File: config.mk
export PLATFORM = sky130hd
export DESIGN_NAME = button_debouncer
export DESIGN_NICKNAME = d
export VERILOG_FILES = /design/src/rtl/simon_pkg.sv /design/src/rtl/button_debouncer.sv
export SDC_FILE = /design/constraint.sdc
export NUM_CORES = 1
export LEC_CHECK = 0
export ABC_AREA = 1
export CAP_MARGIN = 20
export CORE_MARGIN = 4
export CORE_UTILIZATION = 52
export CTS_BUF_LIST = sky130_fd_sc_hd__clkbuf_16
export CTS_CLUSTER_SIZE = 30
export DETAILED_ROUTE_END_ITERATION = 10
export HOLD_SLACK_MARGIN = 0.1
export MAX_ROUTING_LAYER = met4
export PLACE_DENSITY = 0.84
export SYNTH_ARGS = -nofsm -noshare
export SYNTH_HDL_FRONTEND = slang
export SYNTH_SLANG_ARGS = --single-unit
File: constraint.sdc
create_clock -name clk -period 1.85 [get_ports clk]
set_clock_uncertainty 0.2 [all_clocks]
set_input_delay 0.37 -clock clk [delete_from_list [all_inputs] [get_ports clk]]
set_output_delay 0.37 -clock clk [all_outputs]
set_load 0.01 [all_outputs]
File: src/rtl/simon_pkg.sv
// Shared types and widths for the Simon player-input path.
package simon_pkg;

  localparam int unsigned LED_W  = 4;
  localparam int unsigned VAL_W  = 2;
  localparam int unsigned ADDR_W = 4;

  typedef enum logic [2:0] {
    ST_IDLE,
    ST_FETCH,
    ST_WAIT_PRESS,
    ST_WAIT_RELEASE,
    ST_PASS,
    ST_FAIL
  } chk_state_e;

  // Index of the set bit of a one-hot button vector (bit k -> value k).
  function automatic logic [VAL_W-1:0] onehot_index(input logic [LED_W-1:0] v);
    logic [VAL_W-1:0] idx;
    idx = '0;
    for (int unsigned i = 0; i < LED_W; i++) begin
      if (v[i]) idx = VAL_W'(i);
    end
    return idx;
  endfunction

endpackage

File: src/rtl/button_debouncer.sv
// Two-flop synchroniser followed by a stable-count debouncer for a button vector.
import simon_pkg::*;

module button_debouncer #(
  parameter int unsigned CYCLES = 20
) (
  input  logic             clk,
  input  logic             reset,
  input  logic [LED_W-1:0] raw,
  output logic [LED_W-1:0] stable
);

  localparam int unsigned CW = $clog2(CYCLES + 1);
  localparam logic [CW-1:0] CNT_MAX  = CW'(CYCLES);
  localparam logic [CW-1:0] CNT_LAST = CW'(CYCLES - 1);

  logic [LED_W-1:0] sync1_q, sync1_d;
  logic [LED_W-1:0] sync2_q, sync2_d;
  logic [LED_W-1:0] cand_q, cand_d;
  logic [LED_W-1:0] stable_q, stable_d;
  logic [CW-1:0]    cnt_q, cnt_d;

  // cnt counts consecutive samples of cand; the vector is accepted on the
  // CYCLES-th sample, then the counter parks at CYCLES.
  always_comb begin
    sync1_d  = raw;
    sync2_d  = sync1_q;
    cand_d   = cand_q;
    stable_d = stable_q;
    cnt_d    = cnt_q;
    if (sync2_q != cand_q) begin
      cand_d = sync2_q;
      cnt_d  = CW'(1);
      if (CYCLES == 1) stable_d = sync2_q;
    end else if (cnt_q < CNT_MAX) begin
      cnt_d = cnt_q + CW'(1);
      if (cnt_q == CNT_LAST) stable_d = cand_q;
    end
  end

  always_ff @(posedge clk) begin
    if (reset) begin
      sync1_q  <= '0;
      sync2_q  <= '0;
      cand_q   <= '0;
      stable_q <= '0;
      cnt_q    <= '0;
    end else begin
      sync1_q  <= sync1_d;
      sync2_q  <= sync2_d;
      cand_q   <= cand_d;
      stable_q <= stable_d;
      cnt_q    <= cnt_d;
    end
  end

  assign stable = stable_q;

endmodule

==> key figures <==
Logic synthesis
  • Synth Flop Type: dfxtp_1
  • Syn_area_per_cell: 7.43 um2
  • Synthesized instance count: 116
  • Ranking of synthesized cells by area: dfxtp_1 (49%), inv_1 (12%), nand2_1 (11%)
  • #FFs+latches synth: 21
  • Post-synth EDFFs: 0
  • Mapped cell area: 862 um2
  • Top-area cell type share of the netlist area: 0.488
  • Post-synth top cells: inv_1 (27), nand2_1 (26), dfxtp_1 (21)
  • Most common cell in the netlist: inv_1
  • Synth cell types: 20
  • Area leader, netlist: dfxtp_1
  • Post-synthesis net count: 123
  • Yosys warning total: 0
  • Async SR Flop Fraction: 0
  • Seq/Total Area, Yosys: 0.488

Clocking
  • Max Buffers Root-to-Sink: 2
  • Clock H-tree levels: 1
  • CTS sink cnt: 21
  • CTS Root Buffer Type: clkbuf_16
  • Postcts setup bufs: 0
  • Cts bufs inserted: 3
  • Worst-skew pair later-pin latency: 0.25 ns
  • Resized cells post-CTS: 0
  • Hold_buf cts: 0
  • CTS tree: yes
  • Worst-path clk slew: 0.06 ns

STA
  • Post-route setup TNS: 0 ns
  • Worst slew margin: 0.795
  • Final WS setup: 0.169 ns
  • Final hold violation count: 0
  • # setup viols final: 0
  • Worst slew pin tran: 0.307 ns
  • Fmax: 0.595 GHz
  • Final slew viol count: 0
  • WHS: 0.200 ns
  • Tcrit/Tclk final: 0.909
  • Unrepaired setup endpoints after global routing: no
  • Crit path time final: 1.68 ns

Routing
  • Iter 0 DRT Violations: 7
  • Met3 WL: 63 um
  • Met2 routed WL: 682 um
  • Via total after detailed routing: 689
  • Via-to-Cell Ratio: 4.75
  • Routed wire length per instance: 9.46 um
  • Post-route ant nets: 0
  • DRC: 0
  • Detailed Routing Iterations Pass 1: 2
  • DRT met1 WL: 560 um
  • Routed WL: 1370 um
  • Uppermost layer routed: met4

Placement
  • I/O Buffers: 9
  • Hpwl dp: 1020 um
  • Placed Cells: 141
  • RePlAce Congestion: 0.773
  • Post-place setup slack: 0.267 ns

Worst setup path
  • CP Capture Type: output port
  • Reg2reg setup slack: 0.28 ns
  • RR Startpoint: cnt_q[1]
  • Required @ worst endpoint: 1.28 ns
  • Worst path slowest cell: clkdlybuf4s50_1
  • Crit path max fanout: 2
  • Buf/Inv on CP: 1
  • CP cell instances: clkdlybuf4s50_1
  • R2R Path End: stable[0]
  • Max incr delay on CP: 0.53 ns
  • Critical Path Start Type: flip-flop
  • Reg2reg path depth: 7
  • Critical path arrival: 1.11 ns
  • Worst setup path class: reg2out
  • CP delay by family, top: buffers and inverters

Floorplanning
  • Row cnt: 14
  • Die width: 48.7 um
  • Die height: 48.7 um
  • Starting Density: 0.559
  • Full die area: 2370 um2
  • I/O pin total: 10
  • Core Region: 1540 um2

Power and ir drop
  • Pwr Density: 939 nW/um2
  • Pint: 786 uW
  • Combinational fraction of design power: 0.067
  • Static Leak: 0.000469 uW
  • Switch share: 0.207
  • Net Sw Power: 205 uW
  • Sequential share of power: 0.479
  • Max IR drop VDD: 669 uV
  • Clk pwr share: 0.453

Job
  • Max cap viols: 0

Finish
  • Antenna cells: 0
  • Final Core Density: 0.685
  • Layout Nets: 137
  • Layout fillers: 141
  • Finished Layout Cells: 145
  • Layout cell share with drive strength beyond 1: 0.101
  • Synth-to-Final Area Change: 22.5%

Run status
  • Status: complete, no violations

Worst hold path
  • Hold/Removal Path Class: reg2reg
  • HP Start: sync1_q[3]
  • Hold depth: 2
  • Hold worst-path end: sync2_q[3]

Global routing
  • Largest net degree at the start of global routing: 13
  • Number of global-route vias before repair: 663
  • First-pass GRT wire length: 2490 um
  • GRT Residual Overflow: 0
  • Initial antenna violation count: 0
  • All-layer global routing usage: 0.139
[state kept, by name (all words and copies together), names as in the netlist]
| register | cells |
|---|---|
| sync1_q | 4 |
| stable | 4 |
| cnt_q | 5 |
| sync2_q | 4 |
| cand_q | 4 |
[routing by layer]
metal / track usage / vias up
met5: - / -
li1: - / 368
met3: 0.0307 / 7
met1: 0.123 / 300
met4: 0.108 / 0
met2: 0.250 / 14
[kinds of logic (layout without fill, tap and decap cells)]
group                      count (synthesis)  after routing  share of synthesized area
buffers and inverters                     29             42                      0.126
adders and majority gates                  1              1                     0.0145
xor gates and xnor gates                   1              1                     0.0102
DFF                                       21             21                      0.488
and+or+nand+nor                           58             58                      0.315
AOI/OAI and AO/OA                          6              6                     0.0464
[cells in the final DEF, fill, tap and decap left out]
cell type        Yosys  final
inv_1               27     27
a21oi_1              3      3
o21ai_2              1      1
nand2_1             26     26
or2_1                1      1
o211ai_1             1      1
clkdlybuf4s50_1      0      9
xor2_1               1      1
nor3_4               1      1
nor2_1              18     18
ha_1                 1      1
inv_2                1      1
nor2_4               2      2
nand2_2              1      1
nand3_1              3      3
clkbuf_16            0      3
nand4_1              4      4
a21oi_2              1      1
dfxtp_1             21     21
clkinv_2             0      1
nand3_2              1      1
nor3_1               1      1
buf_4                0      1
[worst max-delay path by stage]
stage / depth (start not counted) / to / slack [ns] / from
floorplan: 7 / stable[0] / 0.49 / cnt_q[1]
global placement: 4 / cnt_q[2] / 0.32 / reset
detailed placement: 4 / cnt_q[2] / 0.27 / reset
CTS: 1 / stable[3] / 0.16 / stable[3]
global route: 1 / stable[3] / 0.12 / stable[3]
finish: 1 / stable[3] / 0.17 / stable[3]
[area by class of cell]
class	instances	area [um2]	share of cell area
Multi-Input combinational cell	66	333	0.315
Inverter	28	105	0.0995
Clock buffer	3	75.1	0.0711
Tap cell	16	20.0	0.0190
Timing Repair Buffer	10	97.6	0.0924
Sequential cell	21	420	0.398
Clock inverter	1	5.00	0.00474
[power groups by stage]
| stage | Clock, uW | Sequential (uW) | Combinational, uW |
|---|---|---|---|
| floorplan | 0 | 483 | 46.3 |
| global placement | 0 | 484 | 64.3 |
| detailed placement | 0 | 485 | 66.9 |
| CTS | 459 | 475 | 68.1 |
| global route | 489 | 477 | 77.7 |
| finish | 449 | 475 | 66.9 |
[through the flow]
stage                     total power, uW  area, um2
after floorplan                       530        862
after global placement                548        976
after detailed placement              552        976
after CTS                            1000       1060
after global routing                 1040       1060
final                                 991       1060
Power figures use the tool's default switching activity.
